--- config.mk ---
export PLATFORM = sky130hd
export DESIGN_NAME = lcd_ctrl
export DESIGN_NICKNAME = d
export VERILOG_FILES = /design/src/rtl/lcd_pkg.sv /design/src/rtl/lcd_timer.sv /design/src/rtl/lcd_ctrl.sv
export SDC_FILE = /design/constraint.sdc
export NUM_CORES = 1
export LEC_CHECK = 0
export ABC_AREA = 1
export BUFFER_PORTS_ARGS = -buffer_cell sky130_fd_sc_hd__buf_2
export CORE_MARGIN = 2
export CORE_UTILIZATION = 53
export DETAILED_ROUTE_END_ITERATION = 6
export PLACE_DENSITY = 0.76
export SLEW_MARGIN = 0
export SYNTH_ARGS = -nofsm -noshare
export SYNTH_HDL_FRONTEND = slang
export SYNTH_SLANG_ARGS = --single-unit
--- constraint.sdc ---
create_clock -name i_clk -period 1.45 [get_ports i_clk]
set_input_delay 0.3625 -clock i_clk [delete_from_list [all_inputs] [get_ports i_clk]]
set_output_delay 0.3625 -clock i_clk [all_outputs]
set_load 0.05 [all_outputs]
--- src/rtl/lcd_pkg.sv ---
// Shared state encoding, init ROM and command helpers for the HD44780-style
// LCD write controller.
package lcd_pkg;

   typedef enum logic [2:0] {
      ST_OFF,
      ST_PWRUP,
      ST_INIT,
      ST_IDLE,
      ST_SETUP,
      ST_PULSE,
      ST_HOLD,
      ST_WAIT
   } lcd_state_t;

   localparam int INIT_LEN = 6;

   // 8-bit/2-line function set three times, display on, clear, entry mode.
   localparam logic [7:0] INIT_ROM [INIT_LEN] = '{
      8'h38, 8'h38, 8'h38, 8'h0C, 8'h01, 8'h06
   };

   localparam logic [7:0] CMD_CLEAR = 8'h01;
   localparam logic [7:0] CMD_HOME  = 8'h02;

   // Return-home ignores bit 0 of the opcode, so 0x03 is also a long command.
   function automatic logic is_long_cmd(input logic rs, input logic [7:0] data);
      return !rs && ((data == CMD_CLEAR) || (data[7:1] == CMD_HOME[7:1]));
   endfunction

   function automatic int max_int(input int a, input int b);
      return (a > b) ? a : b;
   endfunction

endpackage

--- src/rtl/lcd_timer.sv ---
// Shared down-counter for every timed phase of the LCD controller; o_done is
// high while the count sits at zero.
module lcd_timer #(
   parameter int WIDTH = 20
) (
   input  logic             i_clk,
   input  logic             i_rst,
   input  logic             i_load,
   input  logic [WIDTH-1:0] i_load_val,
   output logic             o_done
);

   logic [WIDTH-1:0] count;

   always_ff @(posedge i_clk or posedge i_rst) begin
      if (i_rst) begin
         count <= '0;
      end else if (i_load) begin
         count <= i_load_val;
      end else if (count != '0) begin
         count <= count - WIDTH'(1);
      end
   end

   assign o_done = (count == '0);

endmodule

--- src/rtl/lcd_ctrl.sv ---
// LCD write controller: powers the panel, replays the HD44780 init sequence,
// then turns each accepted command/data byte into a timed 8-bit write cycle.
module lcd_ctrl
   import lcd_pkg::*;
#(
   parameter int T_PWRUP_CYC = 750000,
   parameter int T_SETUP_CYC = 4,
   parameter int T_EN_CYC    = 12,
   parameter int T_HOLD_CYC  = 4,
   parameter int T_CMD_CYC   = 2000,
   parameter int T_CLR_CYC   = 82000
) (
   input  logic       i_clk,
   input  logic       i_rst,
   input  logic       i_lcd_on,
   input  logic       i_cmd_vld,
   input  logic       i_cmd_rs,
   input  logic [7:0] i_cmd_data,
   output logic       o_cmd_rdy,
   output logic       o_init_done,
   output logic       o_lcd_on,
   output logic       o_lcd_en,
   output logic       o_lcd_rs,
   output logic       o_lcd_rw,
   output logic [7:0] o_lcd_data
);

   localparam int T_MAX = max_int(max_int(max_int(T_PWRUP_CYC, T_SETUP_CYC),
                                          max_int(T_EN_CYC, T_HOLD_CYC)),
                                  max_int(T_CMD_CYC, T_CLR_CYC));
   localparam int TW    = (T_MAX > 1) ? $clog2(T_MAX) : 1;

   lcd_state_t    state;
   logic [2:0]    init_idx;
   logic          tmr_load;
   logic          tmr_done;
   logic [TW-1:0] tmr_val;

   lcd_timer #(
      .WIDTH(TW)
   ) u_timer (
      .i_clk      (i_clk),
      .i_rst      (i_rst),
      .i_load     (tmr_load),
      .i_load_val (tmr_val),
      .o_done     (tmr_done)
   );

   // The timer is primed with the duration of whichever state comes next, on
   // the same edge the FSM moves; idle-like states keep it primed every cycle.
   always_comb begin
      tmr_load = 1'b0;
      tmr_val  = '0;
      case (state)
         ST_OFF: begin
            tmr_load = 1'b1;
            tmr_val  = TW'(T_PWRUP_CYC - 1);
         end
         ST_INIT, ST_IDLE: begin
            tmr_load = 1'b1;
            tmr_val  = TW'(T_SETUP_CYC - 1);
         end
         ST_SETUP: begin
            tmr_load = tmr_done;
            tmr_val  = TW'(T_EN_CYC - 1);
         end
         ST_PULSE: begin
            tmr_load = tmr_done;
            tmr_val  = TW'(T_HOLD_CYC - 1);
         end
         ST_HOLD: begin
            tmr_load = tmr_done;
            tmr_val  = is_long_cmd(o_lcd_rs, o_lcd_data) ? TW'(T_CLR_CYC - 1)
                                                         : TW'(T_CMD_CYC - 1);
         end
         default: begin
            tmr_load = 1'b0;
         end
      endcase
   end

   always_ff @(posedge i_clk or posedge i_rst) begin
      if (i_rst) begin
         state       <= ST_OFF;
         init_idx    <= '0;
         o_cmd_rdy   <= 1'b0;
         o_init_done <= 1'b0;
         o_lcd_on    <= 1'b0;
         o_lcd_en    <= 1'b0;
         o_lcd_rs    <= 1'b0;
         o_lcd_data  <= '0;
      end else if (!i_lcd_on) begin
         state       <= ST_OFF;
         init_idx    <= '0;
         o_cmd_rdy   <= 1'b0;
         o_init_done <= 1'b0;
         o_lcd_on    <= 1'b0;
         o_lcd_en    <= 1'b0;
         o_lcd_rs    <= 1'b0;
         o_lcd_data  <= '0;
      end else begin
         case (state)
            ST_OFF: begin
               o_lcd_on <= 1'b1;
               state    <= ST_PWRUP;
            end
            ST_PWRUP: begin
               if (tmr_done) begin
                  init_idx <= '0;
                  state    <= ST_INIT;
               end
            end
            ST_INIT: begin
               o_lcd_rs   <= 1'b0;
               o_lcd_data <= INIT_ROM[init_idx];
               state      <= ST_SETUP;
            end
            ST_IDLE: begin
               if (i_cmd_vld && o_cmd_rdy) begin
                  o_lcd_rs   <= i_cmd_rs;
                  o_lcd_data <= i_cmd_data;
                  o_cmd_rdy  <= 1'b0;
                  state      <= ST_SETUP;
               end
            end
            ST_SETUP: begin
               if (tmr_done) begin
                  o_lcd_en <= 1'b1;
                  state    <= ST_PULSE;
               end
            end
            ST_PULSE: begin
               if (tmr_done) begin
                  o_lcd_en <= 1'b0;
                  state    <= ST_HOLD;
               end
            end
            ST_HOLD: begin
               if (tmr_done) begin
                  state <= ST_WAIT;
               end
            end
            ST_WAIT: begin
               // The last ROM byte finishing is what completes initialisation.
               if (tmr_done) begin
                  if (o_init_done || (init_idx == 3'(INIT_LEN - 1))) begin
                     o_init_done <= 1'b1;
                     o_cmd_rdy   <= 1'b1;
                     state       <= ST_IDLE;
                  end else begin
                     init_idx <= init_idx + 3'd1;
                     state    <= ST_INIT;
                  end
               end
            end
            default: begin
               state <= ST_OFF;
            end
         endcase
      end
   end

   assign o_lcd_rw = 1'b0;

endmodule

## Yosys cells after proc, flatten, opt, wreduce, memory -nomap -nowiden

Memory sizes are Yosys's and may differ from the RTL's.
Cells that the tools add are included.

- Bits in read-only memories: 64
- Logic and storage cells: 98
- Input bits: 13
- Register bits after elaboration: 39
- Memories: 1
- Output and inout bits: 14

Memories:

| memory | words | width | read ports | clocked after memory_dff | write ports | line | RTL |
|---|---|---|---|---|---|---|---|
| (name not given) | 8 | 8 | 1 | 0 | 0 | lcd_ctrl.sv:115 | `o_lcd_data <= INIT_ROM[init_idx];` |

- Order comparisons: 1
- Mux-type cells: 40
- Eq/ne operators: 26
- Bitwise gates (word level): 1
- Add/subtract/negate cells: 2
- Reduce and logical (&&, ||, !) cells: 18

Operator list:

| kind | number |
|---|---|
| 20-bit one-hot mux with 4 select lines | 1 |
| 20-bit 2-to-1 mux | 2 |
| 3-bit 2-to-1 mux | 11 |
| 8-bit 2-to-1 mux | 4 |
| 3-bit inequality test (second input constant) | 8 |
| 3-bit one-hot mux with 8 select lines | 1 |
| 20-bit logical NOT | 1 |
| 20-bit nonzero test | 1 |
| 20-bit by 1-bit subtractor with 20-bit output (second input constant) | 1 |
| 17-bit 2-to-1 mux | 1 |
| 8-bit one-hot mux with 2 select lines | 1 |
| 3-bit equality test (second input constant) | 5 |
| 1-bit 2-to-1 mux | 14 |
| 3-bit by 1-bit inequality test with 1-bit output (second input constant) | 4 |
| 3-bit OR reduction | 3 |
| 8-bit by 1-bit equality test with 1-bit output (second input constant) | 1 |
| 2-bit by 1-bit inequality test with 1-bit output (second input constant) | 4 |
| 1-bit one-hot mux with 2 select lines | 4 |
| 4-bit AND reduction | 2 |
| 7-bit by 1-bit equality test with 1-bit output (second input constant) | 1 |
| 3-bit by 2-bit equality test with 1-bit output (second input constant) | 2 |
| 3-bit one-hot mux with 2 select lines | 1 |
| 3-bit AND reduction | 2 |
| 6-bit AND reduction | 1 |
| 10 further kinds | 12 |

## Depth between registers and ports, before layout

- Word-level depth: 6
- Gate-level depth with buffers: 11
- Mapped depth without buffers: 11

## Modules after synthesis

From an unflattened synthesis, not the netlist that was laid out.

- Cell total of the unflattened synthesis: 366
- Area, all modules: 2640.0 µm²

Modules (own cells, without submodules):

| module | instances | area an instance (µm²) | sequential area each (µm²) | cells an instance |
|---|---|---|---|---|
| lcd_timer | 1 | 1388.8 | 500.5 | 183 |
| lcd_ctrl | 1 | 1251.2 | 475.5 | 183 |

## Least setup slack after synthesis

Ideal clock, no wire load.

- Path kind: flip-flop to flip-flop
- From: register u_timer.count[0]
- To: register state[2]
- Slack: -73 ps
- Arrival time: 1407 ps
- Clock period less this slack: 1523 ps
- Cell stages (with the launch flop): 11
- Path buffers: 1
- Required time: 1333 ps
- Setup time: 117 ps
- Cell sequence: dfrtp_1 > inv_1 > ha_1 > nand2_1 > nor2_1 > nand3_2 > buf_6 > a21boi_4 > nand2_2 > nand2_1 > nand2_1

- Cells in the longest elaborated chain, start to end: 3
- Elaborated cells on any way between the ends: 7
- Classes of those cells: eq/ne (5); reduce/logical (2)

RTL lines:

| item | line | RTL |
|---|---|---|
| start, declared | lcd_timer.sv:13 | `logic [WIDTH-1:0] count;` |
| start signal, assigned | lcd_timer.sv:19 | `count <= i_load_val;` |
| start signal, assigned | lcd_timer.sv:21 | `count <= count - WIDTH'(1);` |
| 20-bit logical NOT * | lcd_timer.sv:25 | `assign o_done = (count == '0);` |
| 3-bit inequality test (no line) | -- |  |
| 6-bit AND reduction (no line) * | -- |  |
| end signal, assigned | lcd_ctrl.sv:84 | `state <= ST_OFF;` |
| end signal, assigned | lcd_ctrl.sv:93 | `state <= ST_OFF;` |
| end signal, assigned | lcd_ctrl.sv:105 | `state <= ST_PWRUP;` |
| end, declared | lcd_ctrl.sv:33 | `lcd_state_t state;` |

Mark *: on every way between the ends. The rest lies on a longest branch, timed or not.
A chain may end at the register's enable or synchronous reset.

## Worst setup path in the final report

- From: register u_timer.count[0]
- To: register u_timer.count[8]

- Cells in the longest elaborated chain, start to end: 3
- Elaborated cells on any way between the ends: 7
- Classes of those cells: add/sub (1); mux (3); reduce/logical (3)

RTL lines:

| item | line |
|---|---|
| 20-bit by 1-bit subtractor with 20-bit output / 20-bit logical NOT (equally long branches) | lcd_timer.sv:21, lcd_timer.sv:25 |
| 20-bit 2-to-1 mux / 1-bit one-hot mux with 2 select lines (equally long branches) | lcd_timer.sv:20, lcd_ctrl.sv:54 |
| 20-bit 2-to-1 mux / 2-bit nonzero test (equally long branches) | -- |

Several ways; a longest one is shown, not always the timed one. The select of a mux whose other input is x is not followed.

==> impl_results.md <==
* Vias in the first global route at 2764
* Slowest stage cell, crit path: dfrtp_1
* CTS tree: built
* DRC errors left at 0
* Final Cycle Share at 112%
* DIE AREA at 5510 um2
* Antenna-violating nets left at 0
* Die H at 74.2 um
* Hold buffer count at cts at 0
* Avg Cell Area, Syn at 6.79 um2
* Post-synth EDFFs at 0
* Critical path fanouts, max at 4
* Tmin final at 1.62 ns
* Final worst slack at -0.174 ns
* Top_reg_cell synth: dfrtp_1
* Failing checks: negative setup slack
* Critical path class: reg -> reg
* CTS Sinks at 39
* Setup Slack @ Placement at -0.223 ns
* Hpwl dp at 5200 um
* CP peak stage delay at 0.39 ns
* Reg2Reg Setup Slack at -0.17 ns
* Initial core utilization at 55.0%
* Pre-antenna DRT Iters at 4
* Synthesized instance count at 385
* Final Hold Viols at 0
* Initial drt markers at 191
* Largest net degree at the start of global routing at 40
* Maximum operating frequency at 616 MHz
* Worst Setup End Kind: flip-flop
* Die W at 74.2 um
* Worst-Skew Late Latency at 0.30 ns
* Max cap viols at 0
* Post-synthesis sequential area ratio at 37.3%
* Commonest non-fill, non-tap cell in the layout: nand2_1
* Placed cell count at 535
* Number of diodes at 0
* Rows at 25
* Distinct cell type count after synthesis at 30
* DR WL/cell at 13.3 um
* Critical Path, Cell by Cell: inv_2, ha_4, buf_4, nand2_1, nor2_2, nand4_1, nand2_2, nand2_2, a21oi_2
* Commonest cells after routing, fill and taps aside: nand2_1, buf_4, dfrtp_1
* Largest vdd supply drop at 1.00 mV
* Synthesized flop and latch total at 39
* Clock root buffer: clkbuf_8
* Outcome: complete, but fails checks
* Post-layout nets at 501
* H-tree depth at 2
* Critical Path RT at 1.68 ns
* Post-Route WL at 7330 um
* Grt ovf at 0
* Post-Layout Cell Count at 551
* CP Launch Type: flip-flop
* First-pass GRT wire length at 11700 um
* # port buffers at 25
* Final Skew at 0.00225 ns
* Arrival time worst endpoint at 1.85 ns
* CP dominant cell by count: nand2_2
* Layout cells sized above 1 at 34.9%
* Mapped cell area at 2610 um2
* GP Congestion at 0.921
* Layout area overhead at 39.3%
* Initial antenna violation count at 0
* Fill cells at 374
* Global Route Usage Sum at 28.1%
* Hold WC Path Type: in -> async
* RSZ-0062 raised after global routing: true
* Power Dens Cells at 1810 nW/um2
* Ys async rst share at 100%
* Routed vias at 2846
* Number of synthesis warnings at 0
* Max Slew Vio Count at 0
* IO Pins at 27
* CTS Buf Count at 5
* Core area at 4750 um2
* Post-DR vias/cell at 5.17
* Leak at 1.89 nW
* Syn nets at 403
* Clk pin slew, worst setup/hold paths at 0.08 ns
* Final setup violation count at 28
* Clock tree buffer depth at 2
state kept, by name, summed over array words and instances, names as in the netlist:
register       flops
o_cmd_rdy          1
o_lcd_on           1
o_init_done        1
state              3
o_lcd_data         8
o_lcd_en           1
init_idx           3
o_lcd_rs           1
u_timer.count     20
per-stage QoR:
| step | setup TNS (ns) | area, um2 | utilization [%] | power [mW] | hold WS (ns) |
|---|---|---|---|---|---|
| after floorplan | -0.0753 | 2630 | - | 3.72 | 0.467 |
| after global placement | -1.71 | 3280 | 68.9 | 4.93 | 0.431 |
| after detailed placement | -3.67 | 3280 | 68.9 | 5.01 | 0.431 |
| after CTS | -2.05 | 3510 | 73.8 | 6.31 | 0.111 |
| after global routing | -5.85 | 3640 | 76.6 | 7.04 | 0.116 |
| final | -2.82 | 3640 | 76.6 | 6.59 | 0.101 |
layer usage:
| layer | part of all wire, % | track usage [%] |
|---|---|---|
| met4 | 3.4 | 16.1 |
| met2 | 52 | 50.5 |
| met3 | 5.1 | 4.88 |
| met1 | 39 | 31.3 |
| met5 | 0 | 0 |
worst paths after layout:
path                                              start                            end  cells after the start
setup / recovery           u_timer.count[0]$_DFFE_PP0P_   u_timer.count[8]$_DFFE_PP0P_                      9
hold / removal                                    i_rst  u_timer.count[16]$_DFFE_PP0P_                      3
setup reg to reg           u_timer.count[0]$_DFFE_PP0P_   u_timer.count[8]$_DFFE_PP0P_                      9
hold reg to reg                    o_lcd_on$_DFFE_PP0P_           o_lcd_on$_DFFE_PP0P_                      2
max in group asynchronous                         i_rst   u_timer.count[6]$_DFFE_PP0P_                      3
min in group i_clk                        i_cmd_data[7]      o_lcd_data[7]$_DFFE_PP0P_                      3
worst max-delay path, delay by kind of cell, from the launching register on:
kind / cells / cell delay, ns
AOI/OAI and AO/OA: 1 / 0.13
adders and majority gates: 1 / 0.17
DFF: 1 / 0.39
buffers and inverters: 2 / 0.22
and+or+nand+nor: 5 / 0.64
Yosys cell counts, types with 2 or more instances:
cell / n / area share (%)
o21ai_0: 16 / 3.1
xor2_1: 7 / 2.3
nand3_1: 27 / 5.2
nor2_4: 4 / 1.7
inv_2: 5 / 0.72
nand3b_1: 3 / 0.86
a21oi_1: 15 / 2.9
nand2_2: 5 / 1.2
nor2_1: 53 / 7.6
dfrtp_1: 39 / 37
nor2_2: 4 / 0.96
nand2_1: 132 / 19
a31oi_1: 2 / 0.48
ha_1: 5 / 2.4
buf_4: 4 / 1.1
buf_6: 2 / 0.86
nand4_1: 7 / 1.7
nand3_2: 2 / 0.77
o211ai_1: 3 / 0.86
inv_1: 40 / 5.7
layout make-up:
class                           count  area [um2]  share of cell area [%]
Clock buffer                        6        72.6                    1.99
Clock inverter                      2        60.1                    1.65
Inverter                           45         169                    4.64
Multi-Input combinational cell    294        1560                    42.8
Sequential cell                    39         976                    26.8
Tap cell                           67        83.8                    2.30
Timing Repair Buffer               98         721                    19.8
kinds of logic after synthesis:
group / after synthesis / share of synthesized area (%)
buffers and inverters: 52 / 8.66
and+or+nand+nor: 242 / 40.5
other: 1 / 0.143
DFF: 39 / 37.3
xor gates and xnor gates: 7 / 2.35
adders and majority gates: 5 / 2.39
AOI/OAI and AO/OA: 39 / 8.62
report_power, final:
| group | internal [mW] | switching (mW) |
|---|---|---|
| registers | 1.39 | 0.235 |
| logic | 1.62 | 2.25 |
| clock network | 0.688 | 0.405 |
| total | 3.70 | 2.89 |
timing repair:
action,CTS,global route
endpoints found under the hold margin,0,0
resized for setup,21,30
endpoints found under the setup margin,31,39
setup buffers,6,2
pin swaps,4,16
Note: power is estimated with default switching activity, not from simulation.
